**config.mk**
```make
export PLATFORM = sky130hd
export DESIGN_NAME = decode_sequencer
export DESIGN_NICKNAME = d
export VERILOG_FILES = /design/src/rtl/decode_pkg.sv /design/src/rtl/decode_comb.sv /design/src/rtl/decode_sequencer.sv
export SDC_FILE = /design/constraint.sdc
export NUM_CORES = 1
export LEC_CHECK = 0
export ABC_AREA = 0
export CAP_MARGIN = 20
export CORE_ASPECT_RATIO = 0.8
export CORE_UTILIZATION = 30
export CTS_CLUSTER_SIZE = 16
export DETAILED_ROUTE_END_ITERATION = 12
export PLACE_DENSITY = 0.59
export SLEW_MARGIN = 20
export SYNTH_ARGS = -nofsm -noshare
export SYNTH_HDL_FRONTEND = slang
export SYNTH_HIERARCHICAL = 1
export SYNTH_SLANG_ARGS = --single-unit
export TNS_END_PERCENT = 10
```
**constraint.sdc**
```tcl
create_clock -name clk -period 13.95 [get_ports clk]
set_clock_uncertainty 0.2 [all_clocks]
set_input_delay 2.79 -clock clk [delete_from_list [all_inputs] [get_ports clk]]
set_output_delay 2.79 -clock clk [all_outputs]
set_load 0.01 [all_outputs]
```
**src/rtl/decode_pkg.sv**
```systemverilog
// rtl/decode_pkg.sv - shared decode constants, op indices, cycle counts, FSM states
// Purpose: opcode/funct3/funct7 encodings of the supported RV32I subset, one-hot
//          op bit positions, per-op execute cycle counts and sequencer state encoding.
// Ports:   none (package).
package decode_pkg;

  localparam logic [6:0] OPC_OP     = 7'b0110011;
  localparam logic [6:0] OPC_OPIMM  = 7'b0010011;
  localparam logic [6:0] OPC_LOAD   = 7'b0000011;
  localparam logic [6:0] OPC_STORE  = 7'b0100011;
  localparam logic [6:0] OPC_LUI    = 7'b0110111;
  localparam logic [6:0] OPC_JAL    = 7'b1101111;
  localparam logic [6:0] OPC_BRANCH = 7'b1100011;
  localparam logic [6:0] OPC_JALR   = 7'b1100111;

  localparam logic [2:0] F3_ADD  = 3'b000;
  localparam logic [2:0] F3_WORD = 3'b010;
  localparam logic [2:0] F3_BEQ  = 3'b000;
  localparam logic [2:0] F3_JALR = 3'b000;

  localparam logic [6:0] F7_ADD = 7'b0000000;
  localparam logic [6:0] F7_SUB = 7'b0100000;

  // One-hot op bit positions: {JALR,BEQ,JAL,LUI,ADDI,LW,SW,SUB,ADD}
  localparam int OP_N    = 9;
  localparam int OP_ADD  = 0;
  localparam int OP_SUB  = 1;
  localparam int OP_SW   = 2;
  localparam int OP_LW   = 3;
  localparam int OP_ADDI = 4;
  localparam int OP_LUI  = 5;
  localparam int OP_JAL  = 6;
  localparam int OP_BEQ  = 7;
  localparam int OP_JALR = 8;

  typedef enum logic [1:0] {
    ST_IDLE = 2'd0,
    ST_BUSY = 2'd1,
    ST_HALT = 2'd2
  } state_e;

  // Execute cycles per op; anything not listed (including no op) takes one.
  function automatic int unsigned op_cycles(input logic [OP_N-1:0] op);
    if (op[OP_LW])
      return 3;
    else if (op[OP_SW] | op[OP_BEQ] | op[OP_JAL] | op[OP_JALR])
      return 2;
    else
      return 1;
  endfunction

endpackage

```
**src/rtl/decode_comb.sv**
```systemverilog
// rtl/decode_comb.sv - combinational op, register-field and immediate decode
// Purpose: classifies one instruction word into a one-hot op and extracts rs1/rs2/rd
//          and the format-specific immediate. No state.
// Ports:   instr (32) in; op (9) one-hot, legal, rs1/rs2/rd (5), imm (XLEN) out.
module decode_comb
  import decode_pkg::*;
#(
  parameter int XLEN     = 32,
  parameter bit SEXT_MEM = 1'b1
) (
  input  logic [31:0]      instr,
  output logic [OP_N-1:0]  op,
  output logic             legal,
  output logic [4:0]       rs1,
  output logic [4:0]       rs2,
  output logic [4:0]       rd,
  output logic [XLEN-1:0]  imm
);

  logic [6:0] opcode;
  logic [2:0] funct3;
  logic [6:0] funct7;
  logic       fmt_r, fmt_i, fmt_sb, fmt_uj;

  assign opcode = instr[6:0];
  assign funct3 = instr[14:12];
  assign funct7 = instr[31:25];

  always_comb begin
    op = '0;
    case (opcode)
      OPC_OP: begin
        if (funct3 == F3_ADD && funct7 == F7_ADD) op[OP_ADD] = 1'b1;
        if (funct3 == F3_ADD && funct7 == F7_SUB) op[OP_SUB] = 1'b1;
      end
      OPC_OPIMM:  op[OP_ADDI] = (funct3 == F3_ADD);
      OPC_LOAD:   op[OP_LW]   = (funct3 == F3_WORD);
      OPC_STORE:  op[OP_SW]   = (funct3 == F3_WORD);
      OPC_LUI:    op[OP_LUI]  = 1'b1;
      OPC_JAL:    op[OP_JAL]  = 1'b1;
      OPC_BRANCH: op[OP_BEQ]  = (funct3 == F3_BEQ);
      OPC_JALR:   op[OP_JALR] = (funct3 == F3_JALR);
      default:    op = '0;
    endcase
  end

  assign legal  = |op;
  assign fmt_r  = op[OP_ADD] | op[OP_SUB];
  assign fmt_i  = op[OP_ADDI] | op[OP_LW] | op[OP_JALR];
  assign fmt_sb = op[OP_SW] | op[OP_BEQ];
  assign fmt_uj = op[OP_LUI] | op[OP_JAL];

  // Fields the format does not carry read as x0 so execute never sees stray indices.
  assign rs1 = (fmt_r | fmt_i | fmt_sb) ? instr[19:15] : 5'd0;
  assign rs2 = (fmt_r | fmt_sb)         ? instr[24:20] : 5'd0;
  assign rd  = (fmt_r | fmt_i | fmt_uj) ? instr[11:7]  : 5'd0;

  always_comb begin
    imm = '0;
    if (op[OP_LW] | op[OP_JALR]) begin
      if (SEXT_MEM) imm = XLEN'($signed(instr[31:20]));
      else          imm = XLEN'(instr[31:20]);
    end else if (op[OP_SW]) begin
      if (SEXT_MEM) imm = XLEN'($signed({instr[31:25], instr[11:7]}));
      else          imm = XLEN'({instr[31:25], instr[11:7]});
    end else if (op[OP_ADDI]) begin
      imm = XLEN'($signed(instr[31:20]));
    end else if (op[OP_LUI]) begin
      imm = XLEN'($signed({instr[31:12], 12'b0}));
    end else if (op[OP_JAL]) begin
      imm = XLEN'($signed({instr[31], instr[19:12], instr[20], instr[30:21], 1'b0}));
    end else if (op[OP_BEQ]) begin
      imm = XLEN'($signed({instr[31], instr[7], instr[30:25], instr[11:8], 1'b0}));
    end
  end

endmodule

```
**src/rtl/decode_sequencer.sv**
```systemverilog
// rtl/decode_sequencer.sv - registered decode stage with micro-step sequencer
// Purpose: accepts instructions over in_valid/in_ready, holds the decoded bundle and
//          steps out_step per out_ready handshake until the op's last step; illegal
//          words halt the stage until reset.
// Ports:   clk, rst; in_valid/in_ready/in_instr/in_pc; flush; out_valid/out_ready,
//          out_op/rs1/rs2/rd/imm/pc/step/last; halted, illegal_instr.
module decode_sequencer
  import decode_pkg::*;
#(
  parameter int XLEN     = 32,
  parameter int CNT_W    = 2,
  parameter bit SEXT_MEM = 1'b1
) (
  input  logic              clk,
  input  logic              rst,
  input  logic              in_valid,
  output logic              in_ready,
  input  logic [31:0]       in_instr,
  input  logic [XLEN-1:0]   in_pc,
  input  logic              flush,
  output logic              out_valid,
  input  logic              out_ready,
  output logic [OP_N-1:0]   out_op,
  output logic [4:0]        out_rs1,
  output logic [4:0]        out_rs2,
  output logic [4:0]        out_rd,
  output logic [XLEN-1:0]   out_imm,
  output logic [XLEN-1:0]   out_pc,
  output logic [CNT_W-1:0]  out_step,
  output logic              out_last,
  output logic              halted,
  output logic [31:0]       illegal_instr
);

  logic [OP_N-1:0] dec_op;
  logic            dec_legal;
  logic [4:0]      dec_rs1, dec_rs2, dec_rd;
  logic [XLEN-1:0] dec_imm;
  logic [CNT_W-1:0] dec_last;

  decode_comb #(.XLEN(XLEN), .SEXT_MEM(SEXT_MEM)) u_decode_comb (
    .instr (in_instr),
    .op    (dec_op),
    .legal (dec_legal),
    .rs1   (dec_rs1),
    .rs2   (dec_rs2),
    .rd    (dec_rd),
    .imm   (dec_imm)
  );

  // Index of the final micro-step for the word being offered.
  assign dec_last = CNT_W'(op_cycles(dec_op) - 1);

  state_e           state_q, state_d;
  logic             valid_q, valid_d;
  logic [OP_N-1:0]  op_q, op_d;
  logic [4:0]       rs1_q, rs1_d, rs2_q, rs2_d, rd_q, rd_d;
  logic [XLEN-1:0]  imm_q, imm_d, pc_q, pc_d;
  logic [CNT_W-1:0] step_q, step_d, last_q, last_d;
  logic             halted_q, halted_d;
  logic [31:0]      illegal_q, illegal_d;
  logic             at_last, ready_c, accept;

  assign at_last = valid_q & (step_q == last_q);

  always_comb begin
    state_d   = state_q;
    valid_d   = valid_q;
    op_d      = op_q;
    rs1_d     = rs1_q;
    rs2_d     = rs2_q;
    rd_d      = rd_q;
    imm_d     = imm_q;
    pc_d      = pc_q;
    step_d    = step_q;
    last_d    = last_q;
    halted_d  = halted_q;
    illegal_d = illegal_q;

    case (state_q)
      ST_IDLE: ready_c = !flush;
      ST_BUSY: ready_c = at_last & out_ready & !flush;
      default: ready_c = 1'b0;
    endcase
    accept = in_valid & ready_c;

    if (state_q != ST_HALT) begin
      if (flush) begin
        // Squash wins over any pending handshake on either side.
        state_d = ST_IDLE;
        valid_d = 1'b0;
        step_d  = '0;
      end else if (accept) begin
        if (dec_legal) begin
          state_d = ST_BUSY;
          valid_d = 1'b1;
          op_d    = dec_op;
          rs1_d   = dec_rs1;
          rs2_d   = dec_rs2;
          rd_d    = dec_rd;
          imm_d   = dec_imm;
          pc_d    = in_pc;
          step_d  = '0;
          last_d  = dec_last;
        end else begin
          state_d   = ST_HALT;
          valid_d   = 1'b0;
          step_d    = '0;
          halted_d  = 1'b1;
          illegal_d = in_instr;
        end
      end else if (state_q == ST_BUSY && out_ready) begin
        if (!at_last) begin
          step_d = step_q + CNT_W'(1);
        end else begin
          state_d = ST_IDLE;
          valid_d = 1'b0;
          step_d  = '0;
        end
      end
    end
  end

  always_ff @(posedge clk or posedge rst) begin
    if (rst) begin
      state_q   <= ST_IDLE;
      valid_q   <= 1'b0;
      op_q      <= '0;
      rs1_q     <= '0;
      rs2_q     <= '0;
      rd_q      <= '0;
      imm_q     <= '0;
      pc_q      <= '0;
      step_q    <= '0;
      last_q    <= '0;
      halted_q  <= 1'b0;
      illegal_q <= '0;
    end else begin
      state_q   <= state_d;
      valid_q   <= valid_d;
      op_q      <= op_d;
      rs1_q     <= rs1_d;
      rs2_q     <= rs2_d;
      rd_q      <= rd_d;
      imm_q     <= imm_d;
      pc_q      <= pc_d;
      step_q    <= step_d;
      last_q    <= last_d;
      halted_q  <= halted_d;
      illegal_q <= illegal_d;
    end
  end

  assign in_ready      = ready_c;
  assign out_valid     = valid_q;
  assign out_op        = op_q;
  assign out_rs1       = rs1_q;
  assign out_rs2       = rs2_q;
  assign out_rd        = rd_q;
  assign out_imm       = imm_q;
  assign out_pc        = pc_q;
  assign out_step      = step_q;
  assign out_last      = at_last;
  assign halted        = halted_q;
  assign illegal_instr = illegal_q;

endmodule
```
After elaboration in Yosys (flattened, before gate mapping)
Index checks and enable logic that the tools add are counted.
Widths: inputs -> output; s select.
{"block": "classes", "bitwise": 18, "n_eq_ne": 13, "n_reduce_logical": 14, "n_addsub": 2, "muxes": 36}
{"op": "$mux 32", "n": 6}
{"op": "$eq 7x6->1 const B", "n": 4}
{"op": "$mux 2", "n": 12}
{"op": "$eq 7x7->1 const B", "n": 3}
{"op": "$mux 5", "n": 3}
{"op": "$mux 1", "n": 14}
{"op": "$or 1x1->1", "n": 12}
{"op": "$reduce_or 9->1", "n": 1}
{"op": "$reduce_and 4->1", "n": 2}
{"op": "$eq 7x2->1 const B", "n": 1}
{"op": "$eq 7x5->1 const B", "n": 1}
{"op": "$logic_not 7->1", "n": 1}
{"op": "$reduce_bool 3->1", "n": 2}
{"op": "$and 1x1->1", "n": 4}
{"op": "$eq 3x2->1 const B", "n": 1}
{"op": "$logic_and 1x1->1", "n": 3}
{"op": "$logic_not 3->1", "n": 1}
{"op": "$reduce_and 3->1", "n": 1}
{"op": "$add 2x1->2 const B", "n": 1}
{"op": "$eq 2x1->1 const B", "n": 1}
{"op": "$eq 2x2->1", "n": 1}
{"op": "$logic_not 2->1", "n": 1}
{"op": "$ne 2x2->1 const B", "n": 1}
{"op": "$not 1->1", "n": 2}
{"op": "other kinds (4)", "n": 4}
{"block": "totals", "output_inout_bits": 126, "regBits": 128, "inputBits": 69}

Logic depth before layout (Yosys ltp)
{"block": "logic_depth", "ltp_word": 8, "mapped_depth": 10, "depth_no_buf": 7}

By module
Netlist, hierarchy kept.
{"mod": "decode_sequencer", "cells_per_inst": 303, "seq_area_each_um2": 3178.0, "n_inst": 1, "area_each_um2": 5296.3}
{"mod": "decode_comb", "cells_per_inst": 120, "seq_area_each_um2": 0.0, "n_inst": 1, "area_each_um2": 927.1}

Least setup slack after synthesis
Ideal clock, no wire load.
{"block": "synth_timing", "path_type": "input to output", "startpoint": "input out_ready", "endpoint": "output in_ready", "slack_ns": 7.537, "arrival_ns": 3.423, "path_buffers": 0, "required_ns": 10.960, "cell_stages": 3, "path_cell_list": "inv_1 -> o31a_1 -> nor3_1"}
{"block": "synth_via", "elab_chain_len": 3}
{"element": "start: declaration", "line": "decode_sequencer.sv:22", "text": "input logic out_ready,"}
{"element": "$and 1x1->1 (2 in series)", "line": "decode_sequencer.sv:82", "text": "ST_BUSY: ready_c = at_last & out_ready & !flush;"}
{"element": "$pmux 1 s2", "line": "decode_sequencer.sv:80", "text": "case (state_q)"}
{"element": "end: declaration", "line": "decode_sequencer.sv:17", "text": "output logic in_ready,"}
Every way passes these cells.

Worst setup path after layout
Ends and elaborated chain as after synthesis.

==> key figures <==
Setup path
  – WP buf/inv: 3
  – Critical setup path kind: input port to output port
  – Worst path cell trace: clkdlybuf4s50_1 -> inv_1 -> o31a_1 -> nor3_1 -> clkdlybuf4s50_1
  – Critical path's most frequent cell: clkdlybuf4s50_1
  – Crit path capture type: output port
  – Family with the most delay on the worst path: buffers and inverters
  – CP required: between 10000 and 15000 ps
  – CP Launch Type: input port
  – Worst path max stage delay: approximately 570 ps
  – Crit path max-delay cell type: clkdlybuf4s50_1
  – Critical path arrival: approximately 4500 ps
  – Worst-path maximum fanout: 5

STA
  – Final Hold Fails: 0
  – Worst-Margin Slew: ~1100 ps
  – Final setup violation count: 0
  – Slew margin rel.: 0.291
  – Post-layout min period: ~7500 ps
  – Slew Viols, Final: 0
  – Final TNS setup: 0 ps
  – Setup repair after global routing missed its margin: false
  – Post-route clock period utilization: 0.539
  – Fmax: 133 MHz
  – PnR worst setup slack: 6430 ps

Die
  – Die Wd: between 150 and 200 um
  – Rows: 46
  – # IOs: between 150 and 200
  – Die Span Y: 131 um
  – Total Die Area: 0.0213 sq mm
  – Core area: 0.0201 sq mm
  – Initial Util: 0.310

Global route
  – Pin count of the biggest net entering global routing: a little under 90
  – Vias in the first global route: 4491
  – Initial antenna violation count: 0
  – M1 GR Usage: 0.223
  – GRT met3 Usage: 0.0505
  – Grt ovf: 0
  – First-pass GRT wire length: 26300 um
  – Gr busiest metal: met2
  – Grt met2 use: 0.252
  – Overall routing resource usage: 0.163

Yosys
  – Yosys reg bits: 127
  – Sequential share of the synthesized area: 0.511
  – Synth top area cells: dfrtp_1 51%, mux2_4 22%, mux2_2 5.8%
  – Synth cell types: between 50 and 60
  – Post-synth EDFFs: 0
  – Cell taking the most area after synthesis: dfrtp_1
  – Mean post-synth cell area: 14.7 sq um
  – Count leader, synth: dfrtp_1
  – Synth Flop Type: dfrtp_1
  – Synth Warn #: 6
  – Synth Cell Area: 0.00622 sq mm
  – Ys async rst share: 1.00
  – Syn_nets: around 490
  – Area share of the largest cell type after synthesis: 0.511
  – Cells after Synth: about 420
  – Synth cell count leaders: 127 x dfrtp_1, 90 x mux2_4, 32 x mux2_2

Clocking
  – TritonCTS sink count: roughly 130
  – Clk Latency, worst-skew pair: a little over 400 ps
  – H-Tree Depth: 4
  – Clock tree root driver cell: clkbuf_16
  – CTS tree: done
  – Longest Clk Path Bufs: 2
  – Post-CTS Setup Inserts: 0
  – CTS Buf Count: 17
  – Worst-path clk slew: approximately 60 ps
  – Post-CTS sizing: 0
  – CTS Hold Bufs: 0

Route
  – DR DRC count: 0
  – 1st-pass router iterations: 4
  – Final ANT Viol Nets: 0
  – Initial drt markers: 252
  – Vias: between 4000 and 5000
  – Via density: 4.68
  – Routed WL: about 17000 um
  – DR WL/cell: roughly 19 um

Run status
  – Status: finished, final reports clean

Power
  – Design Power: 896 uW
  – Pwr dens: 100 mW/mm^2
  – Leak pwr: roughly 0.0044 uW
  – Worst vdd ir: roughly 0.07 mV

Cells and area
  – Ant. Diodes: 0
  – Area Growth Syn to Fin: 43.5%
  – Nets@finish: 688
  – Final Util: 0.445
  – Share of layout cells above drive strength 1: 0.290

Min path
  – HP Class: register to register

Placed design
  – Final HPWL DP: approximately 12000 um
  – GPL Wtd Cong: about 0.77
  – IO Port Bufs: 194
  – Worst slack, placed: roughly 6400 ps

Flow run
  – Maxcap violations: 0
==> worst paths after layout <==
path                                  start  depth (start not counted)          to  slack (ps)
worst min register to register       halted                          1      halted         280
max in group asynchronous               rst                          3  state_q[1]        9740
min in group asynchronous               rst                          2  out_pc[10]        2700
worst min-delay path                 halted                          1      halted         280
worst max register to register  out_step[1]                          5  out_pc[26]       10570
worst max-delay path              out_ready                          5    in_ready        6430
==> layout by cell type, fill, tap and decap left out, types with 3 or more instances in the layout <==
| cell type | count |
|---|---|
| and3_1 | 7 |
| o21ai_0 | 4 |
| nor2_1 | 12 |
| nand3_1 | 3 |
| xor2_1 | 3 |
| buf_4 | 4 |
| nor3_1 | 6 |
| bufinv_16 | 3 |
| nand4_1 | 3 |
| inv_1 | 9 |
| clkinv_4 | 3 |
| a21boi_1 | 5 |
| mux2_2 | 32 |
| a21o_1 | 22 |
| nand3b_1 | 3 |
| dfrtp_1 | 127 |
| nand2_1 | 10 |
| inv_6 | 5 |
| o31a_1 | 6 |
| a22o_1 | 5 |
| clkinvlp_4 | 3 |
| nor2b_1 | 9 |
| nor4_1 | 3 |
| clkbuf_16 | 17 |
| mux2_4 | 90 |
| clkdlybuf4s50_1 | 194 |
==> layer usage <==
metal	share of wire	vias up
li1	-	1940
met1	0.48	2109
met2	0.46	138
met3	0.061	9
met4	0.0067	0
met5	0	-
==> cell type report <==
type | instances | area (sq um)
well taps | 264 | 330
multi-input cells | 264 | 2770
inverters | 10 | 42.5
clock buffers | 17 | 425
clock inverters | 15 | 184
fillers | 1795 | 11200
repair buffers | 199 | 2000
flip-flops and latches | 127 | 3180
==> metrics by stage <==
stage                     hold WS, ps  area, sq um  std cells
after CTS                         291         8910        895
after global routing              323         8930        896
after floorplan                   301         6220        423
after global placement            259         8300        863
after detailed placement          263         8300        863
final                             280         8930        896
==> power by group <==
group / total, uW / switching, uW / leakage, uW / internal, uW
registers: 375 / 2.09 / 0.00175 / 372
logic: 58.6 / 27.6 / 0.00232 / 31.0
clock network: 463 / 180 / 0.000291 / 283
total: 896 / 210 / 0.00437 / 687
==> sequential cells by signal (all words and copies together) (netlist names) <==
| name | flops |
|---|---|
| state_q | 2 |
| halted | 1 |
| out_step | 2 |
| last_q | 2 |
| out_imm | 32 |
| out_rs2 | 5 |
| illegal_instr | 32 |
| out_op | 9 |
| out_rs1 | 5 |
| out_rd | 5 |
| out_pc | 32 |
==> kinds of logic (layout without fill, tap and decap cells) <==
group,after synthesis,in the layout,share of synthesized area
multiplexers,122,122,0.275
AO/OA/AOI/OAI,63,63,0.0846
flip-flops,127,127,0.511
buffers and inverters,32,241,0.0444
AND/OR/NAND/NOR,76,76,0.0810
XOR/XNOR,3,3,0.00422
(Power assumes the default switching activity.)
